File: config.mk
export PLATFORM = sky130hd
export DESIGN_NAME = seq_scan_arbiter
export DESIGN_NICKNAME = d
export VERILOG_FILES = /design/src/rtl/seq_scan_arbiter.sv
export SDC_FILE = /design/constraint.sdc
export NUM_CORES = 1
export LEC_CHECK = 0
export CAP_MARGIN = 20
export CORE_AREA = 3 3 73 75
export CTS_CLUSTER_SIZE = 14
export DETAILED_ROUTE_END_ITERATION = 10
export DIE_AREA = 0 0 76 78
export PLACE_DENSITY = 0.85
export SETUP_SLACK_MARGIN = 0.02
export SLEW_MARGIN = 30
export SYNTH_ARGS = -nofsm -noshare
export SYNTH_HDL_FRONTEND = slang
export SYNTH_SLANG_ARGS = --single-unit
File: constraint.sdc
create_clock -name clock -period 1.8 [get_ports clock]
set_clock_uncertainty 0.1 [all_clocks]
set_input_delay 0.18 -clock clock [delete_from_list [all_inputs] [get_ports clock]]
set_output_delay 0.18 -clock clock [all_outputs]
set_load 0.05 [all_outputs]
File: src/rtl/seq_scan_arbiter.sv
// seq_scan_arbiter: round-robin arbiter that lends one Moore serial pattern
// detector to NREQ requesters. The winning requester's WIDTH-bit word is shifted
// MSB-first into the detector, matches are counted, and a per-job result is
// reported through done / done_id / match_cnt.
module seq_scan_arbiter #(
    parameter  int              NREQ    = 4,
    parameter  int              WIDTH   = 8,
    parameter  int              PLEN    = 5,
    parameter  logic [PLEN-1:0] PATTERN = 5'b11101,
    parameter  bit              OVERLAP = 1'b1,
    localparam int              IDW     = $clog2(NREQ),
    localparam int              CW      = $clog2(WIDTH + 1)
) (
    input  logic                  clock,
    input  logic                  reset_n,
    input  logic [NREQ-1:0]       req,
    input  logic [NREQ*WIDTH-1:0] data,
    output logic [NREQ-1:0]       grant,
    output logic                  busy,
    output logic                  serial_bit,
    output logic                  hit,
    output logic                  done,
    output logic [IDW-1:0]        done_id,
    output logic [CW-1:0]         match_cnt
);

    localparam int BW = $clog2(WIDTH);
    localparam int VW = $clog2(PLEN + 1);
    localparam logic [NREQ-1:0] ONE_HOT0 = NREQ'(1);

    typedef enum logic [1:0] {
        S_IDLE,
        S_LOAD,
        S_SHIFT,
        S_REPORT
    } state_t;

    state_t          r_state;
    logic [IDW-1:0]  r_rr_ptr;
    logic [IDW-1:0]  r_winner;
    logic [WIDTH-1:0] r_shreg;
    logic [PLEN-2:0] r_hist;
    logic [VW-1:0]   r_valid;
    logic [BW-1:0]   r_bit_cnt;
    logic [CW-1:0]   r_cnt;
    logic [NREQ-1:0] r_grant;
    logic            r_done;
    logic [IDW-1:0]  r_done_id;
    logic [CW-1:0]   r_match_cnt;

    logic            w_found;
    logic [IDW-1:0]  w_pick;
    logic            w_bit;
    logic [PLEN-1:0] w_cand;
    logic            w_match;
    logic            w_last;

    // Rotating-priority search: first set request at or after r_rr_ptr, with wrap.
    always_comb begin
        // NOTE: every variable gets a default before the loop so no latch is inferred.
        w_found = 1'b0;
        w_pick  = '0;
        for (int k = 0; k < NREQ; k++) begin
            if (!w_found && req[IDW'((int'(r_rr_ptr) + k) % NREQ)]) begin
                w_found = 1'b1;
                w_pick  = IDW'((int'(r_rr_ptr) + k) % NREQ);
            end
        end
    end

    // Detector view of the current bit; a match needs PLEN valid bits including this one.
    always_comb begin
        w_bit   = r_shreg[WIDTH-1];
        w_cand  = {r_hist, w_bit};
        w_match = (r_state == S_SHIFT) && (r_valid >= VW'(PLEN - 1)) && (w_cand == PATTERN);
        w_last  = (r_bit_cnt == BW'(WIDTH - 1));
    end

    // Arbiter / shifter / detector FSM with registered grant and result outputs.
    // NOTE: sequential state uses non-blocking assignments only, so every flop
    // samples the pre-edge values of its neighbours.
    always_ff @(posedge clock or negedge reset_n) begin
        if (!reset_n) begin
            r_state     <= S_IDLE;
            r_rr_ptr    <= '0;
            r_winner    <= '0;
            r_shreg     <= '0;
            r_hist      <= '0;
            r_valid     <= '0;
            r_bit_cnt   <= '0;
            r_cnt       <= '0;
            r_grant     <= '0;
            r_done      <= 1'b0;
            r_done_id   <= '0;
            r_match_cnt <= '0;
        end else begin
            r_grant <= '0;
            r_done  <= 1'b0;
            case (r_state)
                S_IDLE: begin
                    if (w_found) begin
                        r_winner <= w_pick;
                        r_grant  <= ONE_HOT0 << w_pick;
                        r_state  <= S_LOAD;
                    end
                end
                S_LOAD: begin
                    r_shreg   <= data[r_winner*WIDTH +: WIDTH];
                    r_hist    <= '0;
                    r_valid   <= '0;
                    r_bit_cnt <= '0;
                    r_cnt     <= '0;
                    r_rr_ptr  <= (r_winner == IDW'(NREQ - 1)) ? '0 : r_winner + IDW'(1);
                    r_state   <= S_SHIFT;
                end
                S_SHIFT: begin
                    // Zero fill leaves the register clear once the word is consumed,
                    // so serial_bit reads 0 outside SHIFT without extra gating.
                    r_shreg   <= {r_shreg[WIDTH-2:0], 1'b0};
                    r_hist    <= w_cand[PLEN-2:0];
                    r_bit_cnt <= r_bit_cnt + BW'(1);
                    if (w_match && (OVERLAP == 1'b0)) begin
                        r_valid <= '0;
                    end else if (r_valid < VW'(PLEN)) begin
                        r_valid <= r_valid + VW'(1);
                    end
                    if (w_match) begin
                        r_cnt <= r_cnt + CW'(1);
                    end
                    if (w_last) begin
                        r_done      <= 1'b1;
                        r_done_id   <= r_winner;
                        r_match_cnt <= r_cnt + CW'(w_match);
                        r_state     <= S_REPORT;
                    end
                end
                S_REPORT: begin
                    r_state <= S_IDLE;
                end
                default: begin
                    r_state <= S_IDLE;
                end
            endcase
        end
    end

    assign grant      = r_grant;
    assign busy       = (r_state != S_IDLE);
    assign serial_bit = r_shreg[WIDTH-1];
    assign hit        = w_match;
    assign done       = r_done;
    assign done_id    = r_done_id;
    assign match_cnt  = r_match_cnt;

endmodule
## Word level (Yosys, flattened, before mapping)

Cells that the tools add are included.
Widths: inputs -> output; s select.

| word-level totals | value |
|---|---|
| register bits | 39 |
| bits in latches | 0 |
| RAM bits | 0 |
| bits in read-only memories | 0 |
| input port bits | 38 |
| output and inout bits | 14 |
| word-level logic and storage cells | 89 |
| memories kept | 0 |

| cells by class | value |
|---|---|
| add/subtract/negate cells | 8 |
| $mul | 0 |
| div/mod/pow operators | 0 |
| magnitude comparators | 6 |
| eq/ne operators | 10 |
| shift-type cells | 2 |
| muxes and demuxes | 35 |
| bitwise operators | 0 |
| reduce and logical (&&, ||, !) cells | 16 |

Operator list:

| cell | number |
|---|---|
| $shiftx 32x6->8 | 1 |
| $lt 2x4->1 const B | 4 |
| $pmux 4 s2 | 2 |
| $pmux 8 s2 | 1 |
| $mux 1 | 14 |
| $mux 2 | 7 |
| $mux 4 | 3 |
| $pmux 3 s2 | 2 |
| $reduce_and 2->1 | 5 |
| $bmux 1 s2 | 4 |
| $pmux 2 s4 | 1 |
| $add 3x1->3 const B | 2 |
| $eq 2x2->1 const B | 3 |
| $ne 2x2->1 const B | 3 |
| $eq 5x5->1 const B | 1 |
| $logic_and 1x1->1 | 5 |
| $add 2x1->2 const B | 2 |
| $add 2x2->2 const B | 2 |
| $add 4x1->4 | 1 |
| $add 4x1->4 const B | 1 |
| $reduce_bool 2->1 | 2 |
| $shl 1x2->4 const A | 1 |
| $eq 3x3->1 const B | 1 |
| $ge 3x3->1 const B | 1 |
| other kinds (6) | 8 |

## Logic depth before layout (Yosys ltp)

| logic depth | value |
|---|---|
| word-level depth | 16 |
| depth in mapped cells | 9 |
| depth with buffers taken out | 8 |

## Least setup slack after synthesis

Ideal clock, no wire load.

| path | value |
|---|---|
| path type | reg2reg |
| start | register r_state[0] |
| end | register r_match_cnt[1], in the netlist match_cnt[1] |
| setup time | 0.125 ns |
| arrival | 2.134 ns |
| data required time | 1.575 ns |
| slack | -0.558 ns |
| cell stages (with the launch flop) | 9 |
| path buffers | 1 |
| period minus slack after synthesis | 2.358 ns |
| path through | dfrtp_1 -> inv_1 -> ha_1 -> buf_2 -> nand4_1 -> nor2_2 -> ha_1 -> ha_1 -> mux2_2 |

| on the way | value |
|---|---|
| word-level cells in the longest chain between the ends | 4 |
| elaborated cells on any way between the ends | 5 |
| those cells by class | add/sub: 1; eq/ne: 1; reduce/logical: 3 |

Ends and longest elaborated chain:

| what | RTL line | source |
|---|---|---|
| start: declaration | 38 | `state_t r_state;` |
| start signal: assignment | 84 | `r_state <= S_IDLE;` |
| start signal: assignment | 104 | `r_state <= S_LOAD;` |
| start signal: assignment | 114 | `r_state <= S_SHIFT;` |
| $eq 2x2->1 | 75 | `w_match = (r_state == S_SHIFT) && (r_valid >= VW'(PLEN - 1)) && (w_cand == PATTERN);` |
| $logic_and 1x1->1 (2 in a row) | 75 |  |
| net hit | 21 | `output logic hit,` |
| $add 4x1->4 | 133 | `r_match_cnt <= r_cnt + CW'(w_match);` |
| end signal: assignment | 133 |  |
| end: declaration | 49 | `logic [CW-1:0] r_match_cnt;` |

The timed path passes the listed nets, and every way through them passes these cells.
A chain may end at the register's enable or synchronous reset.

## Worst setup path after layout

| path | value |
|---|---|
| start | register r_state[0] |
| end | output hit |

| on the way | value |
|---|---|
| word-level cells in the longest chain between the ends | 3 |

Ends and longest elaborated chain:

| what | RTL line |
|---|---|
| $eq 2x2->1 | 75 |
| $logic_and 1x1->1 (2 in a row) | 75 |
| end: declaration | 21 |

No other way between the ends.

==> run_summary.xml <==
<?xml version="1.0" encoding="UTF-8"?>
<metrics>
  <group name="outcome">
    <metric name="failing_checks" unit="">setup timing</metric>
    <metric name="status" unit="">finished with violations</metric>
  </group>
  <group name="floorplan">
    <metric name="start_util" unit="">0.432</metric>
    <metric name="design.portCount" unit="">52</metric>
    <metric name="dieArea" unit="um2">5930</metric>
    <metric name="core-area" unit="um2">4720</metric>
    <metric name="placementRows" unit="">25</metric>
    <metric name="die_h" unit="um">78</metric>
    <metric name="dieWidth" unit="um">76</metric>
  </group>
  <group name="yosys">
    <metric name="yosys.area.top_type" unit="">sky130_fd_sc_hd__dfrtp_1</metric>
    <metric name="synthDominantCellAreaShare" unit="">0.479</metric>
    <metric name="dominant_combinational_cell_family_by_area_after_synthesis" unit="">multiplexers</metric>
    <metric name="postSynthNetCount" unit="">235</metric>
    <metric name="ys_seq_area_frac" unit="">0.479</metric>
    <metric name="synth_xor_area_frac" unit="">0.0129</metric>
    <metric name="syn-mean-instance-area" unit="um2">10.9</metric>
    <metric name="synth_compound_area_frac" unit="">0.0975</metric>
    <metric name="synthesis.yosys.warnings" unit="">0</metric>
    <metric name="post_synth_mux_area_share" unit="">0.167</metric>
    <metric name="synthesis.area" unit="um2">2040</metric>
    <metric name="number_of_flops_mapped_to_enable_cells_by_yosys" unit="">0</metric>
    <metric name="synthDistinctLibCells" unit="">38</metric>
    <metric name="post_synthesis_instance_total" unit="">187</metric>
    <metric name="synth_async_sr_flop_share" unit="">1.00</metric>
    <metric name="synth_simple_gate_area_share" unit="">0.137</metric>
    <metric name="yosys-top-cells-area" unit="">sky130_fd_sc_hd__dfrtp_1 48%, sky130_fd_sc_hd__mux4_2 7.7%, sky130_fd_sc_hd__ha_1 6.1%</metric>
    <metric name="ys_seq_elements" unit="">39</metric>
    <metric name="synth-adder-area-share" unit="">0.0613</metric>
    <metric name="ys.flop_type" unit="">sky130_fd_sc_hd__dfrtp_1</metric>
  </group>
  <group name="cells_and_area">
    <metric name="num-nets-final" unit="">298</metric>
    <metric name="post_route_cells_drive_above_1_share" unit="">0.195</metric>
    <metric name="nFillCells" unit="">376</metric>
    <metric name="final_cell_mix" unit="">43 x sky130_fd_sc_hd__clkdlybuf4s50_1, 38 x sky130_fd_sc_hd__dfrtp_1, 15 x sky130_fd_sc_hd__o21ai_0, 14 x sky130_fd_sc_hd__nand2_1, 14 x sky130_fd_sc_hd__buf_4</metric>
    <metric name="layout_commonest_cell" unit="">sky130_fd_sc_hd__clkdlybuf4s50_1</metric>
    <metric name="insertedDiodeCount" unit="">0</metric>
    <metric name="flow.area_growth_from_synthesis" unit="%">41.4</metric>
  </group>
  <group name="sta">
    <metric name="min_period_over_period" unit="">1.01</metric>
    <metric name="final-setup-viol-count" unit="">2</metric>
    <metric name="fin_crit" unit="ns">1.81</metric>
    <metric name="grt_setup_unrepaired" unit="">yes</metric>
    <metric name="worst_slack" unit="ns">-0.0131</metric>
    <metric name="tightest_slew" unit="ns">0.507</metric>
    <metric name="relSlewSlack" unit="">0.661</metric>
    <metric name="fin_setup_tns" unit="ns">-0.0210</metric>
    <metric name="fmax" unit="MHz">552</metric>
    <metric name="maxSlewViolCount" unit="">0</metric>
    <metric name="report.final.hold_viol_count" unit="">0</metric>
  </group>
  <group name="clock_tree">
    <metric name="cts_buffer_depth" unit="">2</metric>
    <metric name="clock_transition_at_the_registers_of_the_reported_paths" unit="ns">0.08</metric>
    <metric name="inserted_clock_buffers" unit="">5</metric>
    <metric name="clock_tree.root_cell" unit="">sky130_fd_sc_hd__clkbuf_8</metric>
    <metric name="cts_num_sinks" unit="">39</metric>
    <metric name="cts_tree" unit="">built</metric>
    <metric name="worst_skew_pair.late_latency" unit="ns">0.30</metric>
    <metric name="cts.htree.levels" unit="">2</metric>
  </group>
  <group name="routing">
    <metric name="post_drt_wl_per_cell" unit="um">14.0</metric>
    <metric name="vias_cell" unit="">5.01</metric>
    <metric name="wl" unit="um">4440</metric>
    <metric name="drc_errors" unit="">0</metric>
    <metric name="dr.first_iter.drc_count" unit="">109</metric>
    <metric name="final_antenna_net_count" unit="">0</metric>
    <metric name="dr_total_vias" unit="">1593</metric>
    <metric name="drt_pre_antenna_iters" unit="">4</metric>
  </group>
  <group name="placed_design">
    <metric name="hpwl" unit="um">3260</metric>
    <metric name="replace_congestion" unit="">0.769</metric>
    <metric name="buffer_ports.inserted" unit="">51</metric>
  </group>
  <group name="setup_path">
    <metric name="criticalPathCategory" unit="">reg -&gt; out</metric>
    <metric name="worst-path-max-fanout" unit="">2</metric>
    <metric name="critical-path-max-stage-delay" unit="ns">0.40</metric>
    <metric name="critical_path.endpoint_type" unit="">primary output</metric>
    <metric name="cpMaxStageDelayCell" unit="">sky130_fd_sc_hd__dfrtp_1</metric>
    <metric name="worstPathCellList" unit="">inv_2 &gt; ha_4 &gt; nand4_1 &gt; nor2_4 &gt; buf_6 &gt; buf_12</metric>
    <metric name="crit_required" unit="ns">1.52</metric>
    <metric name="timing.critical_path.from_type" unit="">register</metric>
    <metric name="crit_arrival" unit="ns">1.53</metric>
  </group>
  <group name="pwr">
    <metric name="total_power" unit="mW">3.94</metric>
    <metric name="power.leakage" unit="nW">1.29</metric>
    <metric name="power.density" unit="nW/um2">1370</metric>
    <metric name="irDropWorstVdd" unit="mV">0.641</metric>
  </group>
  <group name="grt">
    <metric name="met2_track_demand_over_resource" unit="">0.267</metric>
    <metric name="globalRouteOverflowTotal" unit="">0</metric>
    <metric name="grt_start_max_net_pins" unit="">31</metric>
    <metric name="track_usage" unit="">0.158</metric>
    <metric name="via_count_of_the_first_global_routing_pass" unit="">1623</metric>
    <metric name="grt-busiest-layer" unit="">met2</metric>
    <metric name="global_route.usage.met3" unit="">0.0348</metric>
    <metric name="global_route_wire_length_before_repair" unit="um">7330</metric>
    <metric name="grt_antenna_before_repair" unit="">0</metric>
    <metric name="met1_usage" unit="">0.186</metric>
  </group>
  <group name="hold_path">
    <metric name="min-delay-path-class" unit="">in -&gt; async</metric>
  </group>
  <group name="job">
    <metric name="max_cap_violations" unit="">0</metric>
  </group>
</metrics>
-- cell usage after synthesis, drive strengths merged, types with 5 or more instances --
cell,number
mux2,6
nor2,13
nand2,15
buf,5
nand3,9
dfrtp,39
ha,10
a21oi,8
inv,13
mux2i,9
nor2b,6
o21ai,16
mux4,8
-- worst max-delay path: cells and delay by family, from the launching register on --
kind	cells	cell delay (ns)
buffers and inverters	3	0.34
flip-flops	1	0.40
AND/OR/NAND/NOR	2	0.35
adder cells (fa/ha/maj)	1	0.14
-- cell type report --
cell class | count | area [um2] | share of cell area
Sequential cell | 39 | 977 | 0.339
Clock inverter | 2 | 35.0 | 0.0121
Timing Repair Buffer | 64 | 626 | 0.217
Tap cell | 67 | 83.8 | 0.0291
Multi-Input combinational cell | 127 | 1030 | 0.357
Clock buffer | 6 | 82.6 | 0.0286
Inverter | 13 | 48.8 | 0.0169
-- state kept, by name, indices dropped and copies added (netlist names) --
| name | cells |
|---|---|
| r_shreg | 8 |
| grant | 4 |
| match_cnt | 4 |
| r_cnt | 4 |
| r_hist | 4 |
| r_bit_cnt | 3 |
| r_valid | 3 |
| done_id | 2 |
| r_rr_ptr | 2 |
| r_state | 2 |
| r_winner | 2 |
| done | 1 |
-- logic make-up (layout without fill, tap and decap cells) --
| kind of cell | count (synthesis) | in the layout |
|---|---|---|
| and+or+nand+nor | 57 | 57 |
| buffers and inverters | 21 | 85 |
| muxes | 23 | 23 |
| AOI/OAI and AO/OA | 34 | 34 |
| xor gates and xnor gates | 3 | 3 |
| adders and majority gates | 10 | 10 |
| DFF | 39 | 39 |
-- path summary, 6_finish.rpt --
kind,start,endpoint,slack (ns),depth (start not counted)
min,reset_n,r_hist[3],0.23,2
max,r_state[0],hit,-0.01,6
min in group clock,match_cnt[3],match_cnt[3],0.39,2
max reg2reg,r_state[0],match_cnt[1],-0.01,7
min reg2reg,match_cnt[3],match_cnt[3],0.39,2
max in group asynchronous,reset_n,r_shreg[7],0.84,3
-- timing repair --
item / 4_1_cts / 5_1_grt
pin swaps: 1 / 4
hold buffers: 1 / 0
setup endpoints to repair: 5 / 9
setup buffers: 4 / 1
resized for setup: 3 / 6
hold endpoints to repair: 14 / 0
-- metal layers --
metal | part of all wire | routed length, um | vias to the layer above
met5 | 0 | 0 | -
met4 | 0.027 | 119 | 0
met3 | 0.048 | 211 | 9
met2 | 0.51 | 2280 | 42
met1 | 0.41 | 1830 | 755
li1 | - | - | 787
-- where the power goes --
| group | internal [mW] | switching [mW] |
|---|---|---|
| clock | 0.449 | 0.320 |
| sequential | 1.13 | 0.221 |
| combinational | 0.840 | 0.982 |
-- through the flow --
step / area, um2 / hold WS (ns) / cells / utilization / setup WS, ns
2_1_floorplan: 2080 / -0.216 / 187 / - / -0.297
5_1_grt: 2880 / 0.252 / 318 / 0.611 / -0.0842
3_3_place_gp: 2690 / 0.0197 / 304 / 0.568 / 0.0706
4_1_cts: 2860 / 0.239 / 317 / 0.605 / -0.0161
3_5_place_dp: 2690 / 0.0214 / 304 / 0.568 / -0.0426
6_report: 2880 / 0.227 / 318 / 0.611 / -0.0131
Power figures use the tool's default switching activity.
